### config.mk
export PLATFORM = sky130hd
export DESIGN_NAME = spi_txn_arbiter
export DESIGN_NICKNAME = d
export VERILOG_FILES = /design/src/rtl/spi_txn_arbiter.sv
export SDC_FILE = /design/constraint.sdc
export NUM_CORES = 1
export LEC_CHECK = 0
export BUFFER_PORTS_ARGS = -buffer_cell sky130_fd_sc_hd__buf_2
export CAP_MARGIN = 40
export CORE_ASPECT_RATIO = 0.7
export CORE_MARGIN = 4
export CORE_UTILIZATION = 34
export CTS_CLUSTER_DIAMETER = 80
export DETAILED_ROUTE_END_ITERATION = 16
export SYNTH_ARGS = -nofsm -noshare
export SYNTH_HDL_FRONTEND = slang
export SYNTH_SLANG_ARGS = --single-unit
### constraint.sdc
create_clock -name CLK -period 3.88 [get_ports CLK]
set_clock_uncertainty 0.05 [all_clocks]
set_input_delay 0.776 -clock CLK [delete_from_list [all_inputs] [get_ports CLK]]
set_output_delay 0.776 -clock CLK [all_outputs]
set_load 0.05 [all_outputs]
### src/rtl/spi_txn_arbiter.sv
// Round-robin arbiter sharing one 8-bit SPI master core among NUM_REQ requesters,
// with a RUN watchdog and a guard gap that keeps the core stopped between transfers.
module spi_txn_arbiter #(
  parameter int unsigned NUM_REQ        = 4,
  parameter int unsigned TIMEOUT_CYCLES = 1024,
  parameter int unsigned GAP_CYCLES     = 8
) (
  input  logic                   CLK,
  input  logic                   RST,
  input  logic [NUM_REQ-1:0]     REQ,
  input  logic [8*NUM_REQ-1:0]   REQ_DATA,
  output logic [NUM_REQ-1:0]     ACK,
  output logic [7:0]             RSP_DATA,
  output logic                   RSP_ERR,
  output logic                   RSP_VALID,
  output logic                   BUSY,
  output logic [7:0]             MST_DATA_OUT,
  output logic                   MST_START_N,
  input  logic                   MST_END,
  input  logic [7:0]             MST_DATA_IN
);

  localparam int unsigned IDX_W = (NUM_REQ > 1) ? $clog2(NUM_REQ) : 1;
  localparam int unsigned WD_W  = (TIMEOUT_CYCLES > 1) ? $clog2(TIMEOUT_CYCLES) : 1;
  localparam int unsigned GAP_W = (GAP_CYCLES > 1) ? $clog2(GAP_CYCLES) : 1;
  localparam logic [WD_W-1:0]  WD_LAST  = WD_W'((TIMEOUT_CYCLES > 0) ? TIMEOUT_CYCLES - 1 : 0);
  localparam logic [GAP_W-1:0] GAP_LAST = GAP_W'((GAP_CYCLES > 0) ? GAP_CYCLES - 1 : 0);

  typedef enum logic [2:0] {
    ST_IDLE,
    ST_LOAD,
    ST_RUN,
    ST_DONE,
    ST_GAP
  } state_e;

  state_e             state_q, state_d;
  logic [IDX_W-1:0]   ptr_q, ptr_d;
  logic [IDX_W-1:0]   win_q, win_d;
  logic [7:0]         tx_q, tx_d;
  logic [WD_W-1:0]    wdog_q, wdog_d;
  logic [GAP_W-1:0]   gap_q, gap_d;
  logic               start_n_q, start_n_d;
  logic [7:0]         rsp_data_q, rsp_data_d;
  logic               rsp_err_q, rsp_err_d;
  logic               rsp_valid_q, rsp_valid_d;
  logic [NUM_REQ-1:0] ack_q, ack_d;
  logic               busy_q, busy_d;

  logic               pick_ok_c;
  logic [IDX_W-1:0]   pick_idx_c;

  // First asserted request after the pointer, wrapping modulo NUM_REQ.
  always_comb begin : rr_pick
    logic [IDX_W-1:0] cand;
    pick_ok_c  = 1'b0;
    pick_idx_c = '0;
    cand       = '0;
    for (int unsigned k = 1; k <= NUM_REQ; k++) begin
      cand = IDX_W'((32'(ptr_q) + k) % NUM_REQ);
      if (!pick_ok_c && REQ[cand]) begin
        pick_ok_c  = 1'b1;
        pick_idx_c = cand;
      end
    end
  end

  always_comb begin : fsm_next
    state_d    = state_q;
    ptr_d      = ptr_q;
    win_d      = win_q;
    tx_d       = tx_q;
    wdog_d     = wdog_q;
    gap_d      = gap_q;
    rsp_data_d = rsp_data_q;
    rsp_err_d  = rsp_err_q;

    case (state_q)
      ST_IDLE: begin
        if (pick_ok_c) begin
          win_d   = pick_idx_c;
          tx_d    = REQ_DATA[{pick_idx_c, 3'b000} +: 8];
          state_d = ST_LOAD;
        end
      end
      ST_LOAD: begin
        wdog_d = '0;
        // A stale end flag from the previous byte must clear before the core is started.
        if (!MST_END) state_d = ST_RUN;
      end
      ST_RUN: begin
        if (MST_END) begin
          rsp_data_d = MST_DATA_IN;
          rsp_err_d  = 1'b0;
          state_d    = ST_DONE;
        end else if (wdog_q == WD_LAST) begin
          rsp_data_d = 8'h00;
          rsp_err_d  = 1'b1;
          state_d    = ST_DONE;
        end else begin
          wdog_d = wdog_q + 1'b1;
        end
      end
      ST_DONE: begin
        ptr_d   = win_q;
        gap_d   = '0;
        state_d = ST_GAP;
      end
      ST_GAP: begin
        if (gap_q == GAP_LAST) begin
          if (!MST_END) state_d = ST_IDLE;
        end else begin
          gap_d = gap_q + 1'b1;
        end
      end
      default: state_d = ST_IDLE;
    endcase

    // Outputs are registered and decoded from the state being entered.
    start_n_d   = (state_d != ST_RUN);
    busy_d      = (state_d != ST_IDLE);
    rsp_valid_d = (state_d == ST_DONE);
    ack_d       = '0;
    if (state_d == ST_DONE) ack_d[win_d] = 1'b1;
  end

  always_ff @(posedge CLK) begin
    if (RST) begin
      state_q     <= ST_IDLE;
      ptr_q       <= IDX_W'(NUM_REQ - 1);
      win_q       <= '0;
      tx_q        <= '0;
      wdog_q      <= '0;
      gap_q       <= '0;
      start_n_q   <= 1'b1;
      rsp_data_q  <= '0;
      rsp_err_q   <= 1'b0;
      rsp_valid_q <= 1'b0;
      ack_q       <= '0;
      busy_q      <= 1'b0;
    end else begin
      state_q     <= state_d;
      ptr_q       <= ptr_d;
      win_q       <= win_d;
      tx_q        <= tx_d;
      wdog_q      <= wdog_d;
      gap_q       <= gap_d;
      start_n_q   <= start_n_d;
      rsp_data_q  <= rsp_data_d;
      rsp_err_q   <= rsp_err_d;
      rsp_valid_q <= rsp_valid_d;
      ack_q       <= ack_d;
      busy_q      <= busy_d;
    end
  end

  assign ACK          = ack_q;
  assign RSP_DATA     = rsp_data_q;
  assign RSP_ERR      = rsp_err_q;
  assign RSP_VALID    = rsp_valid_q;
  assign BUSY         = busy_q;
  assign MST_DATA_OUT = tx_q;
  assign MST_START_N  = start_n_q;

endmodule
==> metrics list, run 1 <==
- The run finished with clean final reports.
* Post-layout minimum cycle time: 2318 ps
- R2R depth: 5
* Area of the multi-input gates: 1140 µm²
- Crit Reg-Reg Startpoint: state_q[0]$_SDFF_PP0_
- Once layout is complete, the utilization of the core stands at 0.4474.
* Endpoints failing hold: 0
- Total of cells resized after clock tree synthesis: 0
* Insertion delay of the later-clocked pin in the worst-skew pair: 290 ps
- Count of flip-flops with a built-in enable after synthesis: 0
- Launching element type of the critical path: input pin
* Clock slew seen by the registers of the worst setup and hold paths: 80 ps
- Of the cells placed in the final design, the portion with a size suffix greater than 1 is 0.2809.
* Setup repair after global routing missed its margin: false
* Port Buffer Count: 70
* Wire length of the first global-routing pass: 8.549 mm
* Total Power Consumption: 1.107 mW
- The detail route stage leaves a number of antenna-violating nets equal to 0.
* Post-layout worst setup margin: 1562 ps
* Max VDD drop: 0.2235 mV
* End of the worst register-to-register path: MST_DATA_OUT[4]$_SDFFE_PP0P_
* Data required time of the worst path: 3990 ps
- For this run, the register share of the synthesized area comes to 0.4216.
* Setup violations, final: 0
* Placeable core region: 5842 µm²
- Total wirelength of the detailed-routed design: 5.169 mm
* Signal arrival time at the worst endpoint: 2430 ps
- Final worst path period share: 0.5975
- The congestion estimate from routability-driven global placement came to 0.8432.
- Leaving out fill and tap cells, the most frequent cell in the layout is buf_2.
- Number of vias after detailed routing: 1880
- Via count of the first global-routing pass: 1858
- The most critical setup path has its startpoint at REQ[1].
- Excluding fillers, the count of instances in the completed layout stands at 374.
* Crit Path Category: in2reg
- I/O pin count: 71
* Ys flop type: dfxtp_1
- For this run, the total global-route usage over all layers was measured as 0.1436.
* Cell Area, Synth: 2090 µm²
- Measured along the x axis, the die boundary spans 101.7 µm.
* Count of synthesis-stage warnings from yosys: 0
- Endpoint kind of the worst setup timing path: flop
- Std-Cell Rows: 23
* Chip height: 73.59 µm
- The number of antenna diodes in the final layout is 0.
- Dividing the detail-routed via count by the number of cells gives 5.027.
- For this run, design rule violations remaining after detail routing come to 0.
- Critical Path Sink: MST_DATA_OUT[4]$_SDFFE_PP0P_
- Congestion Overflow GR: 0
* Number of hold buffers added after CTS: 0
- At the pin with the least slew margin, the transition time is 706.0 ps.
* Flip-flop and latch count after synthesis: 44
- Counting every net in the synthesized netlist gives 280.
* Largest area contributor in the synthesized netlist: dfxtp_1
- Post-DP Area: 2506 µm²
- The number of clock buffers added by TritonCTS is 5.
- Static timing analysis puts the maximum clock frequency at 431.4 MHz.
- Area occupied by registers: 880.8 µm²
- After the first detailed-routing iteration, the DRC count stood at 47.
* Setup tns final: 0 ps
- Headroom to the max-slew limit came out at 0.5293.
* Power per cell area: 423.5 nW/µm²
* Class of the most critical hold timing path: reg2reg
- The share of synthesized area in the top cell type comes to 0.4216.
- The number of antenna violations at the first check in global routing came to 0.
- The clock drives 44 sinks.
* Pins over their slew limit: 0
- R2R Setup Slk: 1660 ps
* Per-cell routed wire length: 13.82 µm
* Worst hold-check slack: 427.5 ps
* Half-perimeter wire length after placement: 3.915 mm
- Yosys attributes the largest share of cell area to dfxtp_1 42%, mux2i_1 7.7%, nor2_1 5.7%.
* Max clock buf depth: 2
- Compared with the post-synthesis result, the final layout area differs by 25.09%.
* # H-tree levels: 2
- Counting every instance in the synthesized netlist gives 230.
* Number of cells after detailed placement: 366
- The die covers 7484 µm².
- Once the clock tree was built, the setup fixing pass inserted 0 buffers.
* Pin count of the biggest net entering global routing: 28
- Synth unique cells: 47
* Layout Nets: 348
* Cell area after layout: 2614 µm²
* Leakage power total: 1.094 nW
* Initial Utilization: 0.3577
* Clock root buffer master: clkbuf_8
- After synthesis, the share of flip-flops with an asynchronous set or reset is 0.
* Crit-path max FO: 14
- The average instance in the mapped netlist occupies 9.085 µm².
* Max-cap check violation count: 0
* Pre-CTS setup slack: 1241 ps
* Commonest non-fill, non-tap cells in the layout: 70 x buf_2, 44 x dfxtp_1, 32 x nor2_1, 16 x mux2i_1, 13 x nand2_1
- The first detailed-routing pass took 4 iterations.
- After filler insertion, the fill cell instance count of the layout stands at 591.
- TritonCTS clock tree: done
-- power breakdown --
part           leakage [nW]  internal [mW]  switching (mW)
sequential            0.358          0.481          0.0232
combinational         0.681         0.0855           0.174
clock                0.0552          0.191           0.152
total                  1.09          0.758           0.349
-- cell type report --
class,count,area share
Clock buffer,6,0.02776
Clock inverter,2,0.01340
Inverter,9,0.01292
Multi-Input combinational cell,167,0.4361
Sequential cell,44,0.3370
Tap cell,75,0.03590
Timing Repair Buffer,71,0.1369
-- worst max-delay path: stages --
cell      delay (ps)
buf_2            130
or4_1            560
nand2_1          420
nor2_1           110
nand3_1          270
o221ai_1         170
-- cell usage after synthesis (7+ instances only) --
cell / n
nand2_1: 13
nand3b_1: 9
nor2_1: 32
a21oi_1: 8
a22o_1: 8
nand2b_1: 7
nand3_1: 7
inv_1: 9
dfxtp_1: 44
o221ai_1: 8
xnor2_1: 8
mux2i_1: 16
-- logic make-up (layout without fill, tap and decap cells) --
family / count (synthesis) / count (layout) / share of synthesized area
buffers and inverters: 19 / 88 / 0.03653
XOR/XNOR: 9 / 9 / 0.03773
AND/OR/NAND/NOR: 88 / 88 / 0.2192
flip-flops: 44 / 44 / 0.4216
multiplexers: 16 / 16 / 0.07664
AO/OA/AOI/OAI: 51 / 51 / 0.1904
adder cells (fa/ha/maj): 3 / 3 / 0.01797
-- state kept, by name, summed over array words and instances (netlist names) --
| signal | count |
|---|---|
| RSP_VALID | 1 |
| gap_q | 3 |
| state_q | 3 |
| MST_START_N | 1 |
| BUSY | 1 |
| win_q | 2 |
| MST_DATA_OUT | 8 |
| ptr_q | 2 |
| RSP_DATA | 8 |
| RSP_ERR | 1 |
| ACK | 4 |
| wdog_q | 10 |
-- worst min path at each step --
stage,slack [ps],end,start,cells past startpoint
global placement,400,RSP_DATA[4]$_SDFFE_PP0P_,RSP_DATA[4]$_SDFFE_PP0P_,1
floorplan,400,ptr_q[0]$_SDFFE_PP1P_,ptr_q[0]$_SDFFE_PP1P_,1
CTS,430,RSP_DATA[1]$_SDFFE_PP0P_,RSP_DATA[1]$_SDFFE_PP0P_,1
global route,440,RSP_DATA[1]$_SDFFE_PP0P_,RSP_DATA[1]$_SDFFE_PP0P_,1
detailed placement,400,RSP_DATA[5]$_SDFFE_PP0P_,RSP_DATA[5]$_SDFFE_PP0P_,1
finish,430,RSP_DATA[7]$_SDFFE_PP0P_,RSP_DATA[7]$_SDFFE_PP0P_,1
-- per-layer routing --
layer / GRT usage / wire (µm) / part of all wire / vias to the layer above
li1: - / - / - / 970
met1: 0.2104 / 2738 / 0.53 / 862
met2: 0.2036 / 2100 / 0.41 / 42
met3: 0.04364 / 270 / 0.052 / 6
met4: 0.03687 / 59 / 0.011 / 0
met5: 0 / 0 / 0 / -
Note: power is estimated with default switching activity, not from simulation.
==> run 2, diff against run 1 <==
==> constraint.sdc (replaced) <==
create_clock -name CLK -period 1.9 [get_ports CLK]
set_clock_uncertainty 0.05 [all_clocks]
set_input_delay 0.38 -clock CLK [delete_from_list [all_inputs] [get_ports CLK]]
set_output_delay 0.38 -clock CLK [all_outputs]
set_load 0.05 [all_outputs]
==> metrics list, run 2 (same netlist as run 1, synthesis figures left out) <==
* Clk pwr share: 0.305 (-0.005)
* Per-cell routed wire length: 14.12 µm (+2.2%)
* Result of the run: complete, no violations
* Combinational Power Share: 0.260 (+0.026)
* Launching element type of the critical path: flop
- CP delay by family, top: simple AND/OR/NAND/NOR gates
- The filler cell count was 582 (-1.5%).
- The worst path buffer plus inverter count is 0 (-1).
- Fraction of final layout cells with drive strength greater than 1: 0.3344 (+0.05345)
- The actual slew at the worst max-slew pin is 689.8 ps (-16.22 ps).
* Endpoints failing hold: 0 (unchanged)
* Cell Int Power: 1.587 mW (+110%)
- The area of the multi-input gates was 1156 µm² (+1.4%).
- Insertion delay of the later-clocked pin in the worst-skew pair: 300 ps (about the same)
- Inserted Diodes: 0 (unchanged)
- The setup path with the least slack is of type reg2reg.
* Total Power Consumption: 2.330 mW (+110%)
* Data required time of the worst path: 2090 ps (-1900 ps)
- Port Buffer Count: 70 (unchanged)
- Max VDD drop: 0.3009 mV (+35%)
* Power per cell area: 842.7 nW/µm² (+99%)
* R2R depth: 5 (unchanged)
- Post-route DRC violation count: 0 (unchanged)
- In the finished design, the share of the clock period the worst path needs comes to 0.9601.
* Antenna violations before repair: 0 (unchanged)
- Number of buffers added by the clock tree synthesis step: 5 (unchanged)
* Highest Clock Rate: 548.2 MHz
* Synthesis-to-finish area growth: 32.34%
* Cell area after layout: 2765 µm² (+5.8%)
- The min-delay analysis places its worst path in the category in2reg.
- Max-cap check violation count: 0 (unchanged)
* Slowest stage cell, crit path: or4_4
- The total routed wirelength was 5.535 mm (+7.1%).
- The last weighted congestion value of the routability-driven placer is 0.7807 (-7.4%).
- The floorplan die area was 7484 µm² (unchanged).
* R2R Setup Slk: 80 ps (-1580 ps)
* Max-Slew Margin vs Limit: 0.5401 (+0.01081)
- The number of setup violations in the final report is 0 (unchanged).
- Signal arrival time at the worst endpoint: 2010 ps (-420 ps)
* Cells along the critical path: or3b_1 -> or4_4 -> a31oi_4 -> nand2b_1 -> nor2_1
- The fraction of met1 tracks used by global routing came to 0.2204 (+0.01002).
- The detailed-route vias per instance is 5.069 (+0.84%).
- Largest register by flop count: wdog_q
- The number of search-and-repair iterations in the first detailed-routing pass is 4 (unchanged).
* Pins over their slew limit: 0 (unchanged)
* Commonest non-fill, non-tap cells in the layout: 70 x buf_2, 44 x dfxtp_1, 31 x nor2_1, 19 x buf_4, 16 x mux2i_1
- The placement-stage cell area is 2641 µm² (+5.4%).
* Congestion Overflow GR: 0 (unchanged)
* Critical Path Sink: ACK[3]$_SDFF_PP0_
* Fraction of met3 tracks used by global routing: 0.04649 (+0.002846)
* Half-perimeter wire length after placement: 4.253 mm (+8.6%)
- The via total after detailed routing was 1987 (+5.7%).
- After global routing, the most crowded layer is met1.
- The switching power came to 742.7 µW (+110%).
* # H-tree levels: 2 (unchanged)
- Total clock sinks: 44 (unchanged)
* Number of routed nets with antenna violations: 0 (unchanged)
- The number of buffers inserted for hold repair after clock tree synthesis came to 0 (unchanged).
- The share of total power in sequential cells is 0.435 (-0.021).
- Leaving out fill and tap cells, the most frequent cell in the layout is buf_2.
- Crit Reg-Reg Startpoint: state_q[0]$_SDFF_PP0_
* TritonCTS clock tree: done
- Timing startpoint of the critical path: state_q[0]$_SDFF_PP0_
* Switching share of total power: 0.3187 (+0.003270)
- The starting density of the core is 0.3577 (unchanged).
- Chip height: 73.59 µm (unchanged)
* Number of flip-flops under the largest register name: 10 (unchanged)
- The total negative slack for setup checks was 0 ps (unchanged).
- Number of logic stages on the critical path including buffering: 5 (-1)
- The site row count came to 23 (unchanged).
- Clock root buffer master: clkbuf_8
- The maximum clock path buffer count came to 2 (unchanged).
* Met2 Track Usage GR: 0.2116 (+0.007971)
- Area occupied by registers: 880.8 µm² (unchanged)
- The clock slew at the register clock pins of the worst setup and hold paths is 80 ps (about the same).
- The global-route wire length before repair is 8.970 mm (+4.9%).
* Pin count of the biggest net entering global routing: 19 (-32%)
* Layout Nets: 366 (+5.2%)
- STA classifies the critical path endpoint as a flop.
* Leakage power total: 1.186 nW (+8.4%)
- The count of pins on the block boundary came to 71 (unchanged).
- Setup repair after global routing missed its margin: true
- The worst hold path begins at MST_DATA_IN[4].
- The maximum fanout along the worst path was 3 (-11).
- The smallest clock period supported by the final layout is computed as 1824 ps.
* Starting DRT DRC Count: 89 (+89%)
- Placeable core region: 5842 µm² (unchanged)
* End of the worst register-to-register path: ACK[3]$_SDFF_PP0_
- Die width: 101.7 µm (unchanged)
* Highest cell delay on the worst timing path: 580 ps (+20 ps)
* Via count of the first global-routing pass: 1919 (+3.3%)
* Tot GR Track Use: 0.1516 (+0.007933)
## run 2: how the worst min path moves through the flow
stage / cells past startpoint / slack (ps) / endpoint
after CTS: 2 / 230 / RSP_DATA[4]$_SDFFE_PP0P_
after global placement: 1 / 400 / RSP_DATA[5]$_SDFFE_PP0P_
final: 2 / 240 / RSP_DATA[4]$_SDFFE_PP0P_
after global routing: 2 / 230 / RSP_DATA[4]$_SDFFE_PP0P_
after floorplan: 1 / 400 / ptr_q[0]$_SDFFE_PP1P_
after detailed placement: 1 / 400 / RSP_DATA[7]$_SDFFE_PP0P_
## run 2: what timing repair did
action / in CTS / in global routing
resized for setup: 0 / 5
endpoints found under the setup margin: 0 / 12
setup buffers: 0 / 0
## run 2: cell type report
type                            instances  area share
Inverter                                9     0.01222
Clock inverter                          2     0.01267
Tap cell                               75     0.03394
Multi-Input combinational cell        167      0.4181
Timing Repair Buffer                   89      0.1783
Clock buffer                            6     0.02624
Sequential cell                        44      0.3186
## run 2: per-stage QoR
stage                     instances  utilization  hold WS (ps)  setup slack (ps)
after global placement          384       0.4521         401.2             43.58
after detailed placement        384       0.4521         402.5             8.892
after CTS                       392       0.4706         233.3             50.70
final                           392       0.4733         243.1             75.86
after global routing            392       0.4733         232.3            -16.20
after floorplan                 230            -         400.1             123.7
## run 2: worst register-to-register path, cell delays in order (launching register included)
cell and delay, ps:
dfxtp_1 320, or3b_1 410, or4_4 580, a31oi_4 220, nand2b_1 90, nor2_1 100
## run 2: power by group through the flow
stage | Sequential (mW) | Clock, mW | Combinational, mW
2_1_floorplan | 1.18 | 0 | 0.255
3_3_place_gp | 1.03 | 0 | 0.592
3_5_place_dp | 1.03 | 0 | 0.595
4_1_cts | 1.01 | 0.733 | 0.598
5_1_grt | 1.02 | 0.764 | 0.658
6_report | 1.01 | 0.711 | 0.606
## run 2: routing by layer
metal  vias to the layer above  part of all wire
li1                       1005                 -
met1                       924              0.49
met2                        50              0.44
met3                         8             0.059
met4                         0             0.011
met5                         -                 0
